<file path="src/rtl/acia_rx_if.sv">
// Receive-side bus between acia_rx and the ACIA register logic: received byte,
// completion strobe, error flags and busy indication.
interface acia_rx_if;
    logic [7:0] rx_dat;
    logic       rx_stb;
    logic       rx_ferr;
    logic       rx_perr;
    logic       rx_busy;

    modport master (output rx_dat, output rx_stb, output rx_ferr, output rx_perr, output rx_busy);
    modport slave  (input  rx_dat, input  rx_stb, input  rx_ferr, input  rx_perr, input  rx_busy);
endinterface

</file>
<file path="src/rtl/acia_rx.sv">
// ACIA serial receiver: async 8N1 (8E1 when ACIA_RX_PARITY_EN is defined), LSB first,
// symbol timing from a pclk-gated down-counter shared in scheme with the transmitter.
module acia_rx #(
    parameter int SCW     = 9,
    parameter int SYM_CNT = 417
) (
    input  logic     clk,
    input  logic     reset_n,
    input  logic     pclk,
    input  logic     rx_serial,
    acia_rx_if.master bus
);

    localparam logic [SCW-1:0] RELOAD = SCW'(SYM_CNT);
    localparam logic [SCW-1:0] HALF   = SCW'(SYM_CNT >> 1);

    typedef enum logic [2:0] {
        IDLE   = 3'd0,
        START  = 3'd1,
        DATA   = 3'd2,
        PARITY = 3'd3,
        STOP   = 3'd4,
        BREAK  = 3'd5
    } state_t;

    state_t         state_q, state_d;
    logic [SCW-1:0] cnt_q, cnt_d;
    logic [3:0]     bit_cnt_q, bit_cnt_d;
    logic [7:0]     shift_q, shift_d;
    logic           par_q, par_d;
    logic           sync1_q, sync2_q;
    logic [7:0]     dat_q, dat_d;
    logic           stb_q, stb_d;
    logic           ferr_q, ferr_d;
    logic           perr_q, perr_d;
    logic           rxs;
    logic           cnt_zero;

    assign rxs      = sync2_q;
    assign cnt_zero = (cnt_q == '0);

    // Synchronizer runs on every clk edge; resets to the idle (high) line level.
    always_ff @(posedge clk or negedge reset_n) begin
        if (!reset_n) begin
            sync1_q <= 1'b1;
            sync2_q <= 1'b1;
        end else begin
            sync1_q <= rx_serial;
            sync2_q <= sync1_q;
        end
    end

    always_ff @(posedge clk or negedge reset_n) begin
        if (!reset_n) begin
            state_q   <= IDLE;
            cnt_q     <= '0;
            bit_cnt_q <= '0;
            shift_q   <= '0;
            par_q     <= 1'b0;
            dat_q     <= '0;
            stb_q     <= 1'b0;
            ferr_q    <= 1'b0;
            perr_q    <= 1'b0;
        end else begin
            state_q   <= state_d;
            cnt_q     <= cnt_d;
            bit_cnt_q <= bit_cnt_d;
            shift_q   <= shift_d;
            par_q     <= par_d;
            dat_q     <= dat_d;
            stb_q     <= stb_d;
            ferr_q    <= ferr_d;
            perr_q    <= perr_d;
        end
    end

    always_comb begin
        state_d   = state_q;
        cnt_d     = cnt_q;
        bit_cnt_d = bit_cnt_q;
        shift_d   = shift_q;
        par_d     = par_q;
        if (pclk) begin
            case (state_q)
                IDLE: begin
                    if (!rxs) begin
                        state_d = START;
                        cnt_d   = HALF;
                    end
                end
                START: begin
                    if (!cnt_zero) begin
                        cnt_d = cnt_q - 1'b1;
                    end else if (!rxs) begin
                        state_d   = DATA;
                        cnt_d     = RELOAD;
                        bit_cnt_d = 4'd8;
                    end else begin
                        state_d = IDLE;
                    end
                end
                DATA: begin
                    if (!cnt_zero) begin
                        cnt_d = cnt_q - 1'b1;
                    end else begin
                        shift_d   = {rxs, shift_q[7:1]};
                        bit_cnt_d = bit_cnt_q - 4'd1;
                        cnt_d     = RELOAD;
                        if (bit_cnt_q == 4'd1) begin
`ifdef ACIA_RX_PARITY_EN
                            state_d = PARITY;
`else
                            state_d = STOP;
`endif
                        end
                    end
                end
`ifdef ACIA_RX_PARITY_EN
                PARITY: begin
                    if (!cnt_zero) begin
                        cnt_d = cnt_q - 1'b1;
                    end else begin
                        par_d   = rxs;
                        cnt_d   = RELOAD;
                        state_d = STOP;
                    end
                end
`endif
                STOP: begin
                    if (!cnt_zero) begin
                        cnt_d = cnt_q - 1'b1;
                    end else begin
                        // Leaving mid-stop-bit lets a back-to-back start edge be caught.
                        cnt_d   = RELOAD;
                        state_d = rxs ? IDLE : BREAK;
                    end
                end
                BREAK: begin
                    if (rxs) state_d = IDLE;
                end
                default: state_d = IDLE;
            endcase
        end
    end

    always_comb begin
        stb_d  = pclk && (state_q == STOP) && cnt_zero;
        dat_d  = dat_q;
        ferr_d = ferr_q;
        perr_d = perr_q;
        if (stb_d) begin
            dat_d  = shift_q;
            ferr_d = ~rxs;
`ifdef ACIA_RX_PARITY_EN
            perr_d = (^shift_q) ^ par_q;
`else
            perr_d = 1'b0;
`endif
        end
    end

    assign bus.rx_dat  = dat_q;
    assign bus.rx_stb  = stb_q;
    assign bus.rx_ferr = ferr_q;
    assign bus.rx_perr = perr_q;
    assign bus.rx_busy = (state_q != IDLE);

endmodule
</file>
<file path="src/flat_wrapper.sv">
// flat-port wrapper written by rule: the top's interface ports become plain ports
module acia_rx_flat 
#(
    parameter int SCW     = 9,
    parameter int SYM_CNT = 417
)
  (clk, reset_n, pclk, rx_serial, bus_rx_dat, bus_rx_stb, bus_rx_ferr, bus_rx_perr, bus_rx_busy);
  acia_rx_if bus_i ();
  input  logic clk;
  input  logic reset_n;
  input  logic pclk;
  input  logic rx_serial;
  output wire logic [$bits(bus_i.rx_dat)-1:0] bus_rx_dat;
  output wire logic [$bits(bus_i.rx_stb)-1:0] bus_rx_stb;
  output wire logic [$bits(bus_i.rx_ferr)-1:0] bus_rx_ferr;
  output wire logic [$bits(bus_i.rx_perr)-1:0] bus_rx_perr;
  output wire logic [$bits(bus_i.rx_busy)-1:0] bus_rx_busy;
  assign bus_rx_dat = bus_i.rx_dat;
  assign bus_rx_stb = bus_i.rx_stb;
  assign bus_rx_ferr = bus_i.rx_ferr;
  assign bus_rx_perr = bus_i.rx_perr;
  assign bus_rx_busy = bus_i.rx_busy;
  acia_rx #(.SCW(SCW), .SYM_CNT(SYM_CNT)) u_core (.clk(clk), .reset_n(reset_n), .pclk(pclk), .rx_serial(rx_serial), .bus(bus_i));
endmodule
</file>
<file path="config.mk">
export PLATFORM = sky130hd
export DESIGN_NAME = acia_rx_flat
export DESIGN_NICKNAME = d
export VERILOG_FILES = /design/src/rtl/acia_rx_if.sv /design/src/rtl/acia_rx.sv /design/src/flat_wrapper.sv
export SDC_FILE = /design/constraint.sdc
export NUM_CORES = 1
export LEC_CHECK = 0
export CAP_MARGIN = 0
export CORE_MARGIN = 10
export CORE_UTILIZATION = 30
export CTS_CLUSTER_SIZE = 24
export DETAILED_ROUTE_END_ITERATION = 12
export PLACE_DENSITY = 0.5
export RECOVER_POWER = 50
export SLEW_MARGIN = 25
export SYNTH_ARGS = -nofsm -noshare
export SYNTH_HDL_FRONTEND = slang
export SYNTH_SLANG_ARGS = --single-unit
</file>
<file path="constraint.sdc">
create_clock -name clk -period 1.9 [get_ports clk]
set_clock_uncertainty 0.15 [all_clocks]
set_input_delay 0.38 -clock clk [delete_from_list [all_inputs] [get_ports clk]]
set_output_delay 0.38 -clock clk [all_outputs]
set_load 0.05 [all_outputs]
</file>
Word-level counts from Yosys, hierarchy flattened
Index checks and enable logic that the tools add are counted.
{ "classes": {"n_addsub": 2, "n_eq_ne": 13, "mux": 18, "bitwise": 1, "n_reduce_logical": 12} }
{ "op_table": {"columns": ["cell", "count"], "rows": [
  ["9-bit two-way mux", 4],
  ["9-bit case mux with 3 select lines", 1],
  ["3-bit two-way mux", 7],
  ["3-bit case mux with 5 select lines", 1],
  ["4-bit two-way mux", 3],
  ["2-bit by 1-bit != test with 1-bit output (second input constant)", 5],
  ["9-bit logical NOT", 1],
  ["9-bit by 1-bit subtractor with 9-bit output (second input constant)", 1],
  ["4-bit case mux with 2 select lines", 1],
  ["7-bit AND reduction", 1],
  ["3-bit equality test (second input constant)", 2],
  ["3-bit nonzero test", 2],
  ["5-bit AND reduction", 1],
  ["4-bit by 1-bit equality test with 1-bit output (second input constant)", 1],
  ["2-bit != test (second input constant)", 2],
  ["4-bit AND reduction", 1],
  ["4-bit by 1-bit subtractor with 4-bit output (second input constant)", 1],
  ["3-bit by 1-bit equality test with 1-bit output (second input constant)", 1],
  ["3-bit by 2-bit equality test with 1-bit output (second input constant)", 1],
  ["3-bit logical NOT", 1],
  ["3-bit != test (second input constant)", 1],
  ["3-bit AND reduction", 1],
  ["1-bit logical AND", 2],
  ["2-bit two-way mux", 1],
  ["3 further kinds", 3]
]} }
{ "totals": {"ff_bits": 36, "output_inout_bits": 12, "word_cells": 55} }

Logic depth before layout (Yosys ltp)
Gate-level depths: netlist of the first run.
{ "depth": {"word_depth": 4, "depth_mapped": 7, "depth_no_buf": 6} }

Least setup slack after synthesis of the first run
OpenSTA, ideal clock, no wires.
{ "synth_path": {"path_type": "register to register", "from": "reg u_core.cnt_q[0]", "to": "reg u_core.cnt_q[0]", "setup_time_ns": 0.125, "arrival_time_ns": 1.811, "t_required_ns": 1.625, "slack_ns": -0.186, "stages_incl_launch_ff": 8, "path_buffers": 1, "period_less_slack_ns": 2.086, "cell_sequence": "dfrtp_1 > inv_1 > ha_1 > nor3b_1 > and4_1 > or2_1 > buf_2 > mux2_4"} }
{ "synth_via": {"elab_chain_len": 3, "word_cells_on_any_way": 7, "classes_between": "add/sub (1); eq/ne (1); mux (3); reduce/logical (2)"} }
{ "synth_lines": {"columns": ["item", "line_no", "rtl"], "rows": [
  ["start, declared", "acia_rx.sv:27", "logic [SCW-1:0] cnt_q, cnt_d;"],
  ["start signal, assigned", "acia_rx.sv:66", "cnt_q <= cnt_d;"],
  ["9-bit by 1-bit subtractor with 9-bit output / 9-bit logical NOT (equally long branches)", null, null],
  ["9-bit two-way mux (tied with other cells)", "acia_rx.sv:103, acia_rx.sv:130", null],
  ["9-bit case mux with 3 select lines / 4-bit AND reduction (equally long branches)", null, null]
]} }
Several ways; a longest one is shown, not always the timed one.
A chain may end at the register's enable or synchronous reset.

Worst setup path in the final report of the first run
{ "layout_path": {"from": "reg u_core.state_q[1]", "to": "reg u_core.cnt_q[8]"} }
{ "layout_via": {"elab_chain_len": 4, "word_cells_on_any_way": 10, "classes_between": "eq/ne (5); mux (1); reduce/logical (4)"} }
{ "layout_lines": {"columns": ["item", "line_no", "rtl"], "rows": [
  ["start, declared", "acia_rx.sv:26", "state_t state_q, state_d;"],
  ["start signal, assigned", "acia_rx.sv:65", "state_q <= state_d;"],
  ["3-bit by 2-bit equality test with 1-bit output / 3-bit equality test (equally long branches)", "acia_rx.sv:84", "case (state_q)"],
  ["2-bit OR reduction (no source line)", null, null],
  ["3-bit nonzero test (no source line)", null, null],
  ["4-bit AND reduction (no source line)", null, null]
]} }
Several ways; a longest one is shown, not always the timed one.

==> results by group, run 1 <==
Run status
  • Status: finished with violations
  • Failing checks: negative setup slack

Logic synthesis
  • Synth top area cells: dfrtp_1, mux2_2, dfstp_2
  • Syn Inst Count: 157
  • Top cells by instance count after synthesis: dfrtp_1, mux2_2, inv_1
  • Flops & latches, synth: 36
  • Post-synthesis sequential area ratio: about half
  • Ys Warns: 0
  • Syn_nets: 164
  • Syn Area/Cell: approximately 12 sq um
  • Most frequent cell after synthesis: dfrtp_1
  • Mapped Area: 1870 sq um
  • Area leader, netlist: dfrtp_1
  • Yosys top cell area share: 45.4%
  • Fraction of registers with async set or reset after synthesis: 100%
  • Number of synthesized flops with an enable pin: 0
  • Synth Flop Type: dfrtp_1
  • Netlist cell types: 58

Timing
  • Final hold violation count: 0
  • WHS: 0.208 ns
  • F_max: 517 MHz
  • Setup violations, final: 5
  • Pins Over Slew Limit: 0
  • Worst slew margin: 39.2%
  • Unrepaired setup endpoints after global routing: true
  • Tightest Pin Transition: 0.912 ns
  • Final Cycle Share: 102%
  • Post-route setup slack: -0.0330 ns
  • Final Critical Period: 1.93 ns

Floorplan
  • Io pins: 16
  • Die Ht: 99.0 microns
  • Starting Density: between 30% and 40%
  • CORE AREA: 5990 sq um
  • Site Rows: 28
  • Die X: 99.0 microns
  • Die area: slightly below 10000 sq um

Clocking
  • Clock transition at path regs: 0.08 ns
  • Worst skew pair latency: 0.29 ns
  • CTS tree: done
  • Root Buffer: clkbuf_8
  • Max clock buf depth: 2
  • Clk sinks: 36
  • Number of buffers created by CTS: 5
  • H-tree levels: 2

Worst setup path
  • Slowest cell on the critical path: or4_1
  • Setup CP Type: flop to flop
  • Reg-to-Reg End: u_core.cnt_q[8]
  • R2r setup slk: -0.03 ns
  • Crit path max fanout: 5
  • Most used cell along the critical path: buf_6
  • Crit path largest cell delay: 0.51 ns
  • Crit path buf inv count: 3
  • Critical Path Start Type: flop
  • Worst r2r src: u_core.state_q[1]
  • Arr. time, crit path: between 1.5 and 2 ns
  • Req. time, crit path: approximately 2.0 ns
  • R2r worst-path depth: 7
  • Sequence of cells on the critical path: buf_6 -> buf_6 -> nand2_2 -> nand4b_1 -> buf_4 -> or4_1 -> o21ai_1
  • Setup crit end kind: flop
  • Largest delay contributor family on the critical path: simple AND/OR/NAND/NOR gates

Power
  • PwrDens: 830 nW/um^2
  • Sequential Power Share: a little over two fifths
  • Switching power share of the total: ~30%
  • LEAKAGE: about 1.2 nW
  • Clk pwr share: 29.7%
  • Internal power: approximately 1.6 mW
  • Gate power share: approximately 28%
  • Worst vdd ir: 0.455 mV
  • NetSw: 0.664 mW

Cells and area
  • Fin cells: between 200 and 300
  • # diodes: 0
  • Layout area overhead: 45.8%
  • Area of the multi-input gates: 1050 sq um
  • Final instance area: 2730 sq um
  • Ratio of cells with drive above 1 in the final layout: roughly 57%
  • Final-stage net count: approximately 230
  • Sequential cell area: 907 sq um
  • Number of fill cells: 554

GRT
  • Grt ovf: 0
  • Gr busiest metal: met2
  • Met3 Resource Use GR: 2.93%
  • Met2 Use GR: 15.1%
  • Global routing usage on met1: about 11%
  • Initial antenna violation count: 0
  • Pin count of the biggest net entering global routing: 21
  • Gr usage total: 9.16%
  • First-pass GRT wire length: roughly 7500 microns
  • Via count of the first global-routing pass: approximately 1600

Drt
  • Via density: 5.06
  • First drt pass iteration count: 4
  • DRT iter0 DRCs: 36
  • Via count: 1508
  • Drt wl/cell: 16.0 microns
  • Residual DRC: 0
  • Final ANT Viol Nets: 0
  • DRT Wirelength: 4780 microns

Job
  • Max Cap Viol: 0

Worst hold path
  • Hold Crit Start: u_core.sync1_q
  • Min-Delay Endpoint: u_core.rxs
  • Worst hold stages: 0
  • Hold Crit Class: flop to flop

Placement
  • Area post-placement: approximately 2300 sq um
  • Worst slack, placed: -0.146 ns
  • Placer congestion estimate: 0.849
  • Half-perimeter wire length after placement: 3080 microns
  • Port Buffer Count: 14
  • Placed insts: 272
## worst register-to-register path: stages (launching register included)
cell and delay, ns:
dfrtp_2 0.41, buf_6 0.13, buf_6 0.12, nand2_2 0.05, nand4b_1 0.17, buf_4 0.19
or4_1 0.51, o21ai_1 0.11
## metal layers
layer | up-vias | routed length (microns) | part of all wire (%)
met3 | 10 | 164 | 3.4
met1 | 765 | 2090 | 44
met2 | 19 | 2450 | 51
met5 | - | 0 | 0
li1 | 714 | - | -
met4 | 0 | 66 | 1.4
## power by group through the flow
stage | logic (mW) | registers, mW | clock network, mW
floorplan | 0.288 | 0.978 | 0
global placement | 0.552 | 0.961 | 0
detailed placement | 0.570 | 0.965 | 0
CTS | 0.616 | 0.949 | 0.702
global route | 0.717 | 0.957 | 0.741
finish | 0.647 | 0.947 | 0.674
## cell usage in the layout (no fill, tap or decap), types with 3 or more instances in the layout
cell	instances
clkbuf_8	5
nand3_4	3
mux2_2	8
buf_4	47
nor3_1	3
mux2i_1	3
dfrtp_2	3
nor2_1	3
o2111ai_1	3
mux2_4	9
a21oi_1	3
nand2_1	5
inv_1	8
a31oi_1	3
dfrtp_1	31
buf_6	8
## registers in the layout, summed over array words and instances, names as in the netlist
signal              count
u_core.bit_cnt_q        4
u_core.bus.rx_dat       8
u_core.bus.rx_ferr      1
u_core.bus.rx_stb       1
u_core.cnt_q            9
u_core.rxs              1
u_core.shift_q          8
u_core.state_q          3
u_core.sync1_q          1
## worst max path at each step
stage / startpoint / to / cells after the start
6_report: u_core.state_q[1] / u_core.cnt_q[8] / 7
5_1_grt: u_core.cnt_q[0] / u_core.bus.rx_dat[5] / 7
4_1_cts: u_core.cnt_q[1] / u_core.bus.rx_dat[2] / 7
3_5_place_dp: u_core.cnt_q[0] / u_core.state_q[2] / 8
3_3_place_gp: u_core.cnt_q[0] / u_core.state_q[2] / 8
2_1_floorplan: u_core.cnt_q[0] / u_core.cnt_q[0] / 7
## metrics by stage
step                total power [mW]  util [%]  TNS [ns]
floorplan                       1.27         -         0
global placement                1.51      38.3     -1.88
detailed placement              1.53      38.3     -2.64
CTS                             2.27      42.3    -0.485
global route                    2.42      45.6     -4.48
finish                          2.27      45.6   -0.0967
## logic make-up (layout without fill, tap and decap cells)
group	Yosys count	in the layout	share of synthesized area, %
other	1	1	0.200
buffers and inverters	17	81	5.81
AOI/OAI and AO/OA	37	37	15.0
muxes	20	20	12.0
and+or+nand+nor	42	44	16.4
xor gates and xnor gates	1	1	0.467
DFF	36	36	48.2
adders and majority gates	3	3	2.00
## final cells by class
cell class | count | share of cell area [%]
flip-flops and latches | 36 | 33.2
inverters | 9 | 1.37
well taps | 75 | 3.43
repair buffers | 64 | 19.6
multi-input cells | 106 | 38.4
clock inverters | 3 | 1.56
clock buffers | 5 | 2.52
## repair_timing
item                                   in CTS  in global routing
setup endpoints to repair                  26                 34
pin swaps                                  10                 11
gates cloned                                1                  1
endpoints found under the hold margin      14                  0
buffers inserted                            3                 13
gates resized for setup                    20                 29
hold buffers                                1                  0
Power figures use the tool's default switching activity.
==> inputs of run 2 (changes only) <==
- ABC_CLOCK_PERIOD_IN_PS: unset -> 1900
==> results of run 2 <==
The final DEF is identical to that of run 1; final timing and power are the same.
